File: src/rtl/lsu_axil_master_pkg.sv
// Shared LSU/AXI-lite definitions: size codes, xRESP codes, FSM states and the request legality check.
// The OKAY macro is shared with the memory responder, so it is defined only if nothing else has defined it.
`ifndef AXI_RESP_OKAY
`define AXI_RESP_OKAY 2'b00
`endif

package lsu_axil_master_pkg;

    typedef enum logic [1:0] {
        SZ_ILLEGAL = 2'b00,
        SZ_BYTE    = 2'b01,
        SZ_HALF    = 2'b10,
        SZ_WORD    = 2'b11
    } size_e;

    localparam logic [1:0] RESP_OKAY_C   = `AXI_RESP_OKAY;
    localparam logic [1:0] RESP_SLVERR_C = 2'b10;

    typedef enum logic [2:0] {
        ST_IDLE,
        ST_RD_ADDR,
        ST_RD_DATA,
        ST_WR_REQ,
        ST_WR_RESP,
        ST_RESP
    } state_e;

    // Natural alignment only; size 00 is never legal.
    function automatic logic req_legal(input logic [1:0] size, input logic [1:0] addr_lo);
        case (size)
            SZ_BYTE: return 1'b1;
            SZ_HALF: return ~addr_lo[0];
            SZ_WORD: return (addr_lo == 2'b00);
            default: return 1'b0;
        endcase
    endfunction

endpackage

File: src/rtl/lsu_axil_master_if.sv
// LSU request/response channel plus the AXI-lite read and write channels of the memory port.
// master = the initiator block, slave = the LSU and memory responder that surround it.
interface lsu_axil_master_if #(parameter int ADDR_W = 32);

    logic              req_valid;
    logic              req_ready;
    logic              req_we;
    logic [ADDR_W-1:0] req_addr;
    logic [1:0]        req_size;
    logic              req_signed;
    logic [31:0]       req_wdata;

    logic              rsp_valid;
    logic              rsp_ready;
    logic [31:0]       rsp_rdata;
    logic              rsp_err;

    logic [ADDR_W-1:0] araddr;
    logic              arvalid;
    logic              arready;
    logic [31:0]       rdata;
    logic [1:0]        rresp;
    logic              rvalid;
    logic              rready;

    logic [ADDR_W-1:0] awaddr;
    logic              awvalid;
    logic              awready;
    logic [31:0]       wdata;
    logic [1:0]        wstrb;
    logic              wvalid;
    logic              wready;
    logic [1:0]        bresp;
    logic              bvalid;
    logic              bready;

    modport master (
        input  req_valid, req_we, req_addr, req_size, req_signed, req_wdata,
        output req_ready,
        output rsp_valid, rsp_rdata, rsp_err,
        input  rsp_ready,
        output araddr, arvalid, rready,
        input  arready, rdata, rresp, rvalid,
        output awaddr, awvalid, wdata, wstrb, wvalid, bready,
        input  awready, wready, bresp, bvalid
    );

    modport slave (
        output req_valid, req_we, req_addr, req_size, req_signed, req_wdata,
        input  req_ready,
        input  rsp_valid, rsp_rdata, rsp_err,
        output rsp_ready,
        input  araddr, arvalid, rready,
        output arready, rdata, rresp, rvalid,
        input  awaddr, awvalid, wdata, wstrb, wvalid, bready,
        output awready, wready, bresp, bvalid
    );

endinterface

File: src/rtl/lsu_load_align.sv
// Picks the addressed byte/half/word out of a read beat and zero- or sign-extends it to 32 bits.
// Purely combinational; no handshake.
module lsu_load_align
    import lsu_axil_master_pkg::*;
(
    input  logic [31:0] rdata,
    input  logic [1:0]  addr_lo,
    input  logic [1:0]  size,
    input  logic        sign_ext,
    output logic [31:0] data
);

    logic [7:0]  byte_sel;
    logic [15:0] half_sel;

    always_comb begin
        case (addr_lo)
            2'd0:    byte_sel = rdata[7:0];
            2'd1:    byte_sel = rdata[15:8];
            2'd2:    byte_sel = rdata[23:16];
            default: byte_sel = rdata[31:24];
        endcase
        half_sel = addr_lo[1] ? rdata[31:16] : rdata[15:0];

        case (size)
            SZ_BYTE: data = {{24{sign_ext & byte_sel[7]}}, byte_sel};
            SZ_HALF: data = {{16{sign_ext & half_sel[15]}}, half_sel};
            default: data = rdata;
        endcase
    end

endmodule

File: src/rtl/lsu_axil_master.sv
// Single-outstanding AXI-lite initiator for LSU loads/stores; zero-wait latency is 3 cycles, pre-check errors 1 cycle.
// Accepts a request only in IDLE and holds the response until rsp_ready; all valids are registered.
module lsu_axil_master
    import lsu_axil_master_pkg::*;
#(
    parameter int         ADDR_W    = 32,
    parameter logic [1:0] RESP_OKAY = RESP_OKAY_C
) (
    input  logic                    clk,
    input  logic                    rst,
    lsu_axil_master_if.master       bus
);

    state_e            state_q, state_d;
    logic [ADDR_W-1:0] addr_q, addr_d;
    logic [1:0]        size_q, size_d;
    logic              signed_q, signed_d;
    logic [31:0]       wdata_q, wdata_d;
    logic              arvalid_q, arvalid_d;
    logic              rready_q, rready_d;
    logic              awvalid_q, awvalid_d;
    logic              wvalid_q, wvalid_d;
    logic              bready_q, bready_d;
    logic              aw_done_q, aw_done_d;
    logic              w_done_q, w_done_d;
    logic              rsp_valid_q, rsp_valid_d;
    logic              rsp_err_q, rsp_err_d;
    logic [31:0]       rsp_rdata_q, rsp_rdata_d;

    logic [31:0]       load_val;
    logic              aw_now;
    logic              w_now;
    logic              bus_err;

    lsu_load_align u_load_align (
        .rdata    (bus.rdata),
        .addr_lo  (addr_q[1:0]),
        .size     (size_q),
        .sign_ext (signed_q),
        .data     (load_val)
    );

    always_comb begin
        state_d     = state_q;
        addr_d      = addr_q;
        size_d      = size_q;
        signed_d    = signed_q;
        wdata_d     = wdata_q;
        arvalid_d   = arvalid_q;
        rready_d    = rready_q;
        awvalid_d   = awvalid_q;
        wvalid_d    = wvalid_q;
        bready_d    = bready_q;
        aw_done_d   = aw_done_q;
        w_done_d    = w_done_q;
        rsp_valid_d = rsp_valid_q;
        rsp_err_d   = rsp_err_q;
        rsp_rdata_d = rsp_rdata_q;
        aw_now      = aw_done_q | (awvalid_q & bus.awready);
        w_now       = w_done_q | (wvalid_q & bus.wready);
        bus_err     = 1'b0;

        case (state_q)
            ST_IDLE: begin
                if (bus.req_valid) begin
                    addr_d   = bus.req_addr;
                    size_d   = bus.req_size;
                    signed_d = bus.req_signed;
                    wdata_d  = bus.req_wdata;
                    if (!req_legal(bus.req_size, bus.req_addr[1:0])) begin
                        // Rejected locally: no AXI channel sees this request.
                        state_d     = ST_RESP;
                        rsp_valid_d = 1'b1;
                        rsp_err_d   = 1'b1;
                        rsp_rdata_d = 32'd0;
                    end else if (bus.req_we) begin
                        state_d   = ST_WR_REQ;
                        awvalid_d = 1'b1;
                        wvalid_d  = 1'b1;
                        aw_done_d = 1'b0;
                        w_done_d  = 1'b0;
                    end else begin
                        state_d   = ST_RD_ADDR;
                        arvalid_d = 1'b1;
                    end
                end
            end
            ST_RD_ADDR: begin
                if (bus.arready) begin
                    arvalid_d = 1'b0;
                    rready_d  = 1'b1;
                    state_d   = ST_RD_DATA;
                end
            end
            ST_RD_DATA: begin
                if (bus.rvalid) begin
                    bus_err     = (bus.rresp != RESP_OKAY);
                    rready_d    = 1'b0;
                    rsp_valid_d = 1'b1;
                    rsp_err_d   = bus_err;
                    rsp_rdata_d = bus_err ? 32'd0 : load_val;
                    state_d     = ST_RESP;
                end
            end
            ST_WR_REQ: begin
                // AW and W complete independently; each valid drops right after its own handshake.
                if (awvalid_q && bus.awready) awvalid_d = 1'b0;
                if (wvalid_q && bus.wready)   wvalid_d  = 1'b0;
                aw_done_d = aw_now;
                w_done_d  = w_now;
                if (aw_now && w_now) begin
                    aw_done_d = 1'b0;
                    w_done_d  = 1'b0;
                    bready_d  = 1'b1;
                    state_d   = ST_WR_RESP;
                end
            end
            ST_WR_RESP: begin
                if (bus.bvalid) begin
                    bready_d    = 1'b0;
                    rsp_valid_d = 1'b1;
                    rsp_err_d   = (bus.bresp != RESP_OKAY);
                    rsp_rdata_d = 32'd0;
                    state_d     = ST_RESP;
                end
            end
            ST_RESP: begin
                if (bus.rsp_ready) begin
                    rsp_valid_d = 1'b0;
                    rsp_err_d   = 1'b0;
                    rsp_rdata_d = 32'd0;
                    state_d     = ST_IDLE;
                end
            end
            default: state_d = ST_IDLE;
        endcase
    end

    always_ff @(posedge clk) begin
        if (rst) begin
            state_q     <= ST_IDLE;
            addr_q      <= '0;
            size_q      <= 2'b00;
            signed_q    <= 1'b0;
            wdata_q     <= 32'd0;
            arvalid_q   <= 1'b0;
            rready_q    <= 1'b0;
            awvalid_q   <= 1'b0;
            wvalid_q    <= 1'b0;
            bready_q    <= 1'b0;
            aw_done_q   <= 1'b0;
            w_done_q    <= 1'b0;
            rsp_valid_q <= 1'b0;
            rsp_err_q   <= 1'b0;
            rsp_rdata_q <= 32'd0;
        end else begin
            state_q     <= state_d;
            addr_q      <= addr_d;
            size_q      <= size_d;
            signed_q    <= signed_d;
            wdata_q     <= wdata_d;
            arvalid_q   <= arvalid_d;
            rready_q    <= rready_d;
            awvalid_q   <= awvalid_d;
            wvalid_q    <= wvalid_d;
            bready_q    <= bready_d;
            aw_done_q   <= aw_done_d;
            w_done_q    <= w_done_d;
            rsp_valid_q <= rsp_valid_d;
            rsp_err_q   <= rsp_err_d;
            rsp_rdata_q <= rsp_rdata_d;
        end
    end

    assign bus.req_ready = (state_q == ST_IDLE);
    assign bus.rsp_valid = rsp_valid_q;
    assign bus.rsp_err   = rsp_err_q;
    assign bus.rsp_rdata = rsp_rdata_q;
    assign bus.araddr    = {addr_q[ADDR_W-1:2], 2'b00};
    assign bus.arvalid   = arvalid_q;
    assign bus.rready    = rready_q;
    assign bus.awaddr    = addr_q;
    assign bus.awvalid   = awvalid_q;
    assign bus.wdata     = wdata_q;
    assign bus.wstrb     = size_q;
    assign bus.wvalid    = wvalid_q;
    assign bus.bready    = bready_q;

endmodule
File: src/flat_wrapper.sv
// flat-port wrapper written by rule: the top's interface ports become plain ports
module lsu_axil_master_flat import lsu_axil_master_pkg::*;
#(
    parameter int         ADDR_W    = 32,
    parameter logic [1:0] RESP_OKAY = RESP_OKAY_C
)
  (clk, rst, bus_req_valid, bus_req_we, bus_req_addr, bus_req_size, bus_req_signed, bus_req_wdata, bus_req_ready, bus_rsp_valid, bus_rsp_rdata, bus_rsp_err, bus_rsp_ready, bus_araddr, bus_arvalid, bus_rready, bus_arready, bus_rdata, bus_rresp, bus_rvalid, bus_awaddr, bus_awvalid, bus_wdata, bus_wstrb, bus_wvalid, bus_bready, bus_awready, bus_wready, bus_bresp, bus_bvalid);
  lsu_axil_master_if #(.ADDR_W(ADDR_W)) bus_i ();
  input  logic clk;
  input  logic rst;
  input wire logic [$bits(bus_i.req_valid)-1:0] bus_req_valid;
  input wire logic [$bits(bus_i.req_we)-1:0] bus_req_we;
  input wire logic [$bits(bus_i.req_addr)-1:0] bus_req_addr;
  input wire logic [$bits(bus_i.req_size)-1:0] bus_req_size;
  input wire logic [$bits(bus_i.req_signed)-1:0] bus_req_signed;
  input wire logic [$bits(bus_i.req_wdata)-1:0] bus_req_wdata;
  output wire logic [$bits(bus_i.req_ready)-1:0] bus_req_ready;
  output wire logic [$bits(bus_i.rsp_valid)-1:0] bus_rsp_valid;
  output wire logic [$bits(bus_i.rsp_rdata)-1:0] bus_rsp_rdata;
  output wire logic [$bits(bus_i.rsp_err)-1:0] bus_rsp_err;
  input wire logic [$bits(bus_i.rsp_ready)-1:0] bus_rsp_ready;
  output wire logic [$bits(bus_i.araddr)-1:0] bus_araddr;
  output wire logic [$bits(bus_i.arvalid)-1:0] bus_arvalid;
  output wire logic [$bits(bus_i.rready)-1:0] bus_rready;
  input wire logic [$bits(bus_i.arready)-1:0] bus_arready;
  input wire logic [$bits(bus_i.rdata)-1:0] bus_rdata;
  input wire logic [$bits(bus_i.rresp)-1:0] bus_rresp;
  input wire logic [$bits(bus_i.rvalid)-1:0] bus_rvalid;
  output wire logic [$bits(bus_i.awaddr)-1:0] bus_awaddr;
  output wire logic [$bits(bus_i.awvalid)-1:0] bus_awvalid;
  output wire logic [$bits(bus_i.wdata)-1:0] bus_wdata;
  output wire logic [$bits(bus_i.wstrb)-1:0] bus_wstrb;
  output wire logic [$bits(bus_i.wvalid)-1:0] bus_wvalid;
  output wire logic [$bits(bus_i.bready)-1:0] bus_bready;
  input wire logic [$bits(bus_i.awready)-1:0] bus_awready;
  input wire logic [$bits(bus_i.wready)-1:0] bus_wready;
  input wire logic [$bits(bus_i.bresp)-1:0] bus_bresp;
  input wire logic [$bits(bus_i.bvalid)-1:0] bus_bvalid;
  assign bus_i.req_valid = bus_req_valid;
  assign bus_i.req_we = bus_req_we;
  assign bus_i.req_addr = bus_req_addr;
  assign bus_i.req_size = bus_req_size;
  assign bus_i.req_signed = bus_req_signed;
  assign bus_i.req_wdata = bus_req_wdata;
  assign bus_req_ready = bus_i.req_ready;
  assign bus_rsp_valid = bus_i.rsp_valid;
  assign bus_rsp_rdata = bus_i.rsp_rdata;
  assign bus_rsp_err = bus_i.rsp_err;
  assign bus_i.rsp_ready = bus_rsp_ready;
  assign bus_araddr = bus_i.araddr;
  assign bus_arvalid = bus_i.arvalid;
  assign bus_rready = bus_i.rready;
  assign bus_i.arready = bus_arready;
  assign bus_i.rdata = bus_rdata;
  assign bus_i.rresp = bus_rresp;
  assign bus_i.rvalid = bus_rvalid;
  assign bus_awaddr = bus_i.awaddr;
  assign bus_awvalid = bus_i.awvalid;
  assign bus_wdata = bus_i.wdata;
  assign bus_wstrb = bus_i.wstrb;
  assign bus_wvalid = bus_i.wvalid;
  assign bus_bready = bus_i.bready;
  assign bus_i.awready = bus_awready;
  assign bus_i.wready = bus_wready;
  assign bus_i.bresp = bus_bresp;
  assign bus_i.bvalid = bus_bvalid;
  lsu_axil_master #(.ADDR_W(ADDR_W), .RESP_OKAY(RESP_OKAY)) u_core (.clk(clk), .rst(rst), .bus(bus_i));
endmodule
File: config.mk
export PLATFORM = sky130hd
export DESIGN_NAME = lsu_axil_master_flat
export DESIGN_NICKNAME = d
export VERILOG_FILES = /design/src/rtl/lsu_axil_master_pkg.sv /design/src/rtl/lsu_axil_master_if.sv /design/src/rtl/lsu_load_align.sv /design/src/rtl/lsu_axil_master.sv /design/src/flat_wrapper.sv
export SDC_FILE = /design/constraint.sdc
export NUM_CORES = 1
export LEC_CHECK = 0
export BUFFER_PORTS_ARGS = -buffer_cell sky130_fd_sc_hd__buf_2
export CELL_PAD_IN_SITES_DETAIL_PLACEMENT = 1
export CELL_PAD_IN_SITES_GLOBAL_PLACEMENT = 1
export CORE_MARGIN = 1.5
export CORE_UTILIZATION = 34
export CTS_CLUSTER_SIZE = 10
export DETAILED_ROUTE_END_ITERATION = 10
export MAX_ROUTING_LAYER = met4
export PLACE_DENSITY = 0.93
export SLEW_MARGIN = 20
export SYNTH_ARGS = -nofsm -noshare
export SYNTH_HDL_FRONTEND = slang
export SYNTH_SLANG_ARGS = --single-unit
export TNS_END_PERCENT = 100
File: constraint.sdc
create_clock -name clk -period 3.9 [get_ports clk]
set_input_delay 0.195 -clock clk [delete_from_list [all_inputs] [get_ports clk]]
set_output_delay 0.195 -clock clk [all_outputs]
set_load 0.02 [all_outputs]
; ---- Yosys cells after proc, flatten, opt, wreduce, memory -nomap -nowiden
; Cells that the tools add are included.
[word_totals]
reg_bits = 111
word_cells = 124
[classes]
eq_ne = 24
mux = 56
n_bitwise = 7
reduce_logical = 22
[ops]
columns = cell, count
row1 = $mux W32, 6
row2 = $pmux W32 S4, 1
row3 = $pmux W32 S2, 1
row4 = $mux W1, 27
row5 = $pmux W8 S3, 1
row6 = $mux W3, 7
row7 = $pmux W3 S6, 1
row8 = $mux W16, 1
row9 = $ne A2 B2 Y1 const B, 8
row10 = $reduce_and A5 Y1, 3
row11 = $pmux W1 S2, 7
row12 = $reduce_and A6 Y1, 2
row13 = $reduce_bool A2 Y1, 6
row14 = $eq A2 B2 Y1 const B, 4
row15 = $ne A2 B1 Y1 const B, 4
row16 = $pmux W1 S4, 2
row17 = $eq A2 B1 Y1 const B, 3
row18 = $eq A3 B2 Y1 const B, 2
row19 = $eq A3 B3 Y1 const B, 2
row20 = $reduce_and A3 Y1, 2
row21 = $and A1 B1 Y1, 4
row22 = $logic_not A2 Y1, 2
row23 = $reduce_and A4 Y1, 1
row24 = $reduce_bool A4 Y1, 1
row25 = 8 further kinds, 11

; ---- Depth between registers and ports, before layout
[depth]
word_depth = 7
mapped_depth = 8
mapped_depth_nobuf = 7

; ---- Modules after synthesis
; From an unflattened synthesis, not the netlist that was laid out.
[hier_totals]
cells_unflattened = 666
area_unflattened_um2 = 5119.9
[by_module_without_submodules]
columns = mod, instances, cells_per_inst, area_per_inst_um2, seq_area_each_um2
row1 = lsu_axil_master, 1, 554, 4376.7, 2222.1
row2 = lsu_load_align, 1, 112, 743.2, 0.0

; ---- Least setup slack after synthesis
; No wires, ideal clock.
[synth_timing]
path_type = reg-to-reg
start = register u_core.size_q[0], in the netlist u_core.bus.wstrb[0]
end = register u_core.rsp_rdata_q[11], in the netlist u_core.bus.rsp_rdata[11]
t_arrival_ps = 1683
slack_ps = 2103
stages_incl_launch_ff = 7
path_buffers = 2
path_cell_list = dfxtp_1 > inv_1 > ha_1 > buf_2 > clkbuf_1 > a221oi_1 > a21o_1
[synth_via]
elab_chain_len = 5
word_cells_on_any_way = 6
[synth_lines]
columns = element, line
row1 = "start, declared", lsu_axil_master.sv:16  ; logic [1:0] size_q, size_d;
row2 = "start signal, assigned", lsu_axil_master.sv:159  ; size_q <= size_d;
row3 = $eq A2 B2 Y1 / $eq A2 B1 Y1 (equally long branches), lsu_load_align.sv:25  ; case (size)
row4 = $pmux W32 S2 (*), lsu_load_align.sv:25
row5 = $mux W32 (*), lsu_axil_master.sv:101  ; rsp_rdata_d = bus_err ? 32'd0 : load_val;
row6 = $mux W32 (*), lsu_axil_master.sv:96  ; if (bus.rvalid) begin
row7 = $pmux W32 S4 (*), lsu_axil_master.sv:63  ; case (state_q)
row8 = "end signal, assigned", lsu_axil_master.sv:171  ; rsp_rdata_q <= rsp_rdata_d;
row9 = "end, declared", lsu_axil_master.sv:28  ; logic [31:0] rsp_rdata_q, rsp_rdata_d;
; Mark *: on every way between the ends. The rest lies on a longest branch, timed or not. The select of a mux whose other input is x is not followed.
; A chain may end at the register's enable or synchronous reset.

; ---- Worst setup path after layout
[layout_timing]
start = register u_core.size_q[0], in the netlist u_core.bus.wstrb[0]
end = register u_core.rsp_rdata_q[19], in the netlist u_core.bus.rsp_rdata[19]
; The elaborated chain is that of the path after synthesis.

==> summary by stage <==
STA
The number of max-slew violations in the final report was 0. The total setup violations reported at the end of the flow is 0. Setup repair after global routing left no endpoint under its margin. The final hold slack is ~0.056 ns. On the final layout, the worst clock skew is between 0.01 and 0.015 ns.

Headroom to the max-slew limit came out at between 20 and 30%. The final critical path takes up between 60% and 70% of the cycle. The maximum clock rate is roughly 420 MHz. The measured slew at the worst slew-check pin is around 1.1 ns.

Summed over all failing endpoints, the final setup total negative slack is 0 ns. The worst path setup slack after routing is 1.51 ns. After layout, the minimum clock period comes to ~2.4 ns.

The count of endpoints failing hold in the final timing report is 0.

Global route
The global router's overall resource usage is 21.9%. The first global-routing pass estimated ~25 mm of wire. Global routing finished with a remaining overflow of 0. Entering global routing, the biggest net connects between 60 and 70 pins. The initial antenna violation count is 1.

The via count of the first global-routing pass is 4910.

Floorplanning
The placeable core region is approximately 14000 um^2. The starting utilization of the core area is 35.1%. The die is between 100 and 150 um tall. The floorplan has 43 rows. around 250 I/O pins were placed. From left edge to right edge, the die measures about 120 um. The die covers 15100 um^2.

Placed design
The final weighted congestion in routability-driven placement is 0.902. At the placement stage, the worst setup path has a slack of approximately 1.3 ns. Buffers placed on the I/O ports in this run total 248. The detailed placer's ending HPWL is 12.7 mm.

Pwr
After layout, the design draws a total of between 4 and 5 mW. The worst-case vdd ir drop is around 0.00028 V. The power density relative to cell area is about 640 nW/um^2. The leakage power of the design is 2.95 nW.

Clock network
TritonCTS built the clock tree. The deepest level of the CTS H-tree is 3. The latest clock arrival within the worst-skew pair is around 0.36 ns. The maximum clock insertion buffer count is 2. Once the clock tree was built, the resizer swapped 0 gates to a different size.

The quantity of hold-fixing buffers added after cts is 0. The total number of clock tree sinks is ~110. The clock buffer count from CTS is 9. The clock edge transition at the registers on the reported setup and hold paths is about 0.08 ns. In this run the post-CTS setup repair buffer count came out at 0. The tree is rooted in a clkbuf_16.

Synthesis
The top cell type's share of synthesized area is approximately 45%. Synthesis instantiated about 50 different standard cells from the library. The cell area that synthesis handed to floorplanning was 4890 um^2. After synthesis the netlist holds a flip-flop and latch count of approximately 110. The sequential element share of the synthesized area is between 40% and 50%. The synthesis warning total is 0. Sorting the synthesized cells by area gives the leading types as dfxtp_1 (45%), nand2_1 (12%), a21oi_1 (9.7%), buf_4 (5.7%), nand3b_1 (2.6%). The most repeated cell in the gate-level netlist after synthesis is nand2_1.

The post-synthesis cell count is 591. In the synthesized netlist, the cells that appear most often are nand2_1 (157), dfxtp_1 (111), a21oi_1 (95). The proportion of synthesized flip-flops having asynchronous set or reset is 0%. The synthesized area per cell is 8.28 um^2. The flip-flop cell with the highest count after synthesis is dfxtp_1. The library cell occupying the most area in the post-synthesis netlist is dfxtp_1. Yosys mapped a number of flops with a built-in enable equal to 0.

Final layout
The post-layout net count is just under 900. The fill cell total of the finished layout is between 1500 and 2000. Of the cells placed in the final design, the portion with a size suffix greater than 1 is 36.6%.

The sequential cell area is between 2000 and 2500 um^2. From synthesis to final layout, the design area changed by 27.5%. Summing all multi-input logic gate instances after layout gives ~2200 um^2.

Route
The first TritonRoute pass finished after 4 iterations. The mean routed wirelength per cell is about 17 um. The number of design-rule violations left by the first detailed-router iteration is around 280. The via total after detailed routing is 4948. The post-route antenna net violation count is 0.

Summed over all layers, the routed wires come to ~17 mm. The total DRC errors in the routed layout is 0. Dividing the detail-routed via count by the number of cells gives ~5.1.

Critical path
The critical path endpoint is u_core.bus.rsp_rdata[19]. The largest fanout on the critical path is 32. The worst register-to-register path begins at u_core.bus.wstrb[0]. The type of element capturing the critical path is a flip-flop. The worst setup path is of the flip-flop to flip-flop kind. The worst flop-to-flop path endpoint is u_core.bus.rsp_rdata[19].

The largest individual stage delay along the critical path comes from the cell nor2b_1. In this design, the stage delay of the slowest critical-path cell is between 0.9 and 1 ns. Measured in cells, the most critical reg-to-reg path has a length of 5. The source of the critical timing path is u_core.bus.wstrb[0]. The kind of start point of the critical path is a flip-flop.

For the worst setup path, the data arrival time is approximately 2.7 ns. Walking the worst path, the cells encountered are inv_1 -> ha_2 -> nor2b_1 -> a21oi_1 -> o31ai_1. Setup slack on the worst reg-to-reg path comes out at approximately 1.5 ns.

The required arrival time at the worst endpoint is roughly 4.2 ns.

Run
The max-capacitance violation count is 0.

Outcome
The flow ran to the end, and the final reports show no timing, DRC or antenna violations.

Worst hold path
In this run the worst hold path is classified as primary input to flip-flop.
[flip-flops by register name (all words and copies together) (netlist names), 2 cells and up]
signal,count
u_core.bus.wdata,32
u_core.bus.awaddr,32
u_core.state_q,3
u_core.bus.rsp_rdata,32
u_core.bus.wstrb,2
[layer usage]
metal,global-route usage (%),up-vias,share of wire [%]
li1,-,2381,-
met1,23.9,2341,39
met2,38.6,208,51
met3,5.44,18,8.3
met4,8.14,0,1.8
met5,-,-,0
[cell families (layout without fill, tap and decap cells)]
group,Yosys count,in the layout,synth area share [%]
compound gates,171,171,22.4
fa+ha+maj,2,2,0.512
buf+inv,89,281,10.5
other cells,1,3,0.0767
mux,6,6,1.28
flops,111,111,45.4
simple gates,211,211,19.8
[cells in the final DEF, fill, tap and decap left out, types with 2 or more instances in the layout]
master     instances
a211oi_1           4
a21o_1             9
a21oi_1           95
a221oi_1           5
a221oi_2           3
a222oi_1           7
a41oi_1            2
and2_1             2
buf_2            248
buf_4              5
clkbuf_16          9
conb_1             2
dfxtp_1          111
inv_1             12
inv_8              2
mux2i_1            4
nand2_1          156
nand2_2            2
nand2b_1           4
nand3_1            4
nand3b_1          17
nor2_1             8
nor2b_1            4
nor3_1             2
o21ai_0           11
o21bai_1           2
o2bb2ai_1          7
o31ai_1           17
[worst min path at each step]
stage	startpoint	endpoint	slack [ns]	cells past startpoint
2_1_floorplan	bus_awready	u_core.bus.awvalid	0.29	1
3_3_place_gp	bus_rsp_ready	u_core.bus.rsp_valid	0.42	2
3_5_place_dp	bus_wready	u_core.bus.wvalid	0.43	2
5_1_grt	bus_rsp_ready	u_core.bus.rsp_valid	0.06	2
4_1_cts	bus_wready	u_core.bus.wvalid	0.04	2
6_report	bus_wready	u_core.bus.wvalid	0.06	2
[through the flow]
| stage | util (%) | cells | cell area, um^2 |
|---|---|---|---|
| final | 44.7 | 965 | 6230 |
| after global routing | 44.7 | 965 | 6230 |
| after detailed placement | 42.6 | 948 | 5940 |
| after floorplan | - | 592 | 4890 |
| after global placement | 42.6 | 948 | 5940 |
| after CTS | 44.7 | 964 | 6230 |
[cell type report]
type                            instances  share of cell area, %
Antenna cell                            1                 0.0401
Clock buffer                           10                   3.83
Clock inverter                          6                  0.843
Inverter                               12                  0.722
Multi-Input combinational cell        392                   34.8
Sequential cell                       111                   35.6
Tap cell                              180                   3.61
Timing Repair Buffer                  253                   20.5
[worst max-delay path, delay by kind of cell (launching register included)]
family	cells	cell delay, ns
adders and majority gates	1	0.52
and+or+nand+nor	1	0.95
buffers and inverters	1	0.07
DFF	1	0.38
AOI/OAI and AO/OA	2	0.38
[power breakdown]
group	leakage (nW)	total [mW]	internal [mW]	switching (mW)
clock	0.143	0.916	0.463	0.452
combinational	1.90	1.61	0.514	1.10
sequential	0.904	1.48	1.31	0.168
Power figures use the tool's default switching activity.
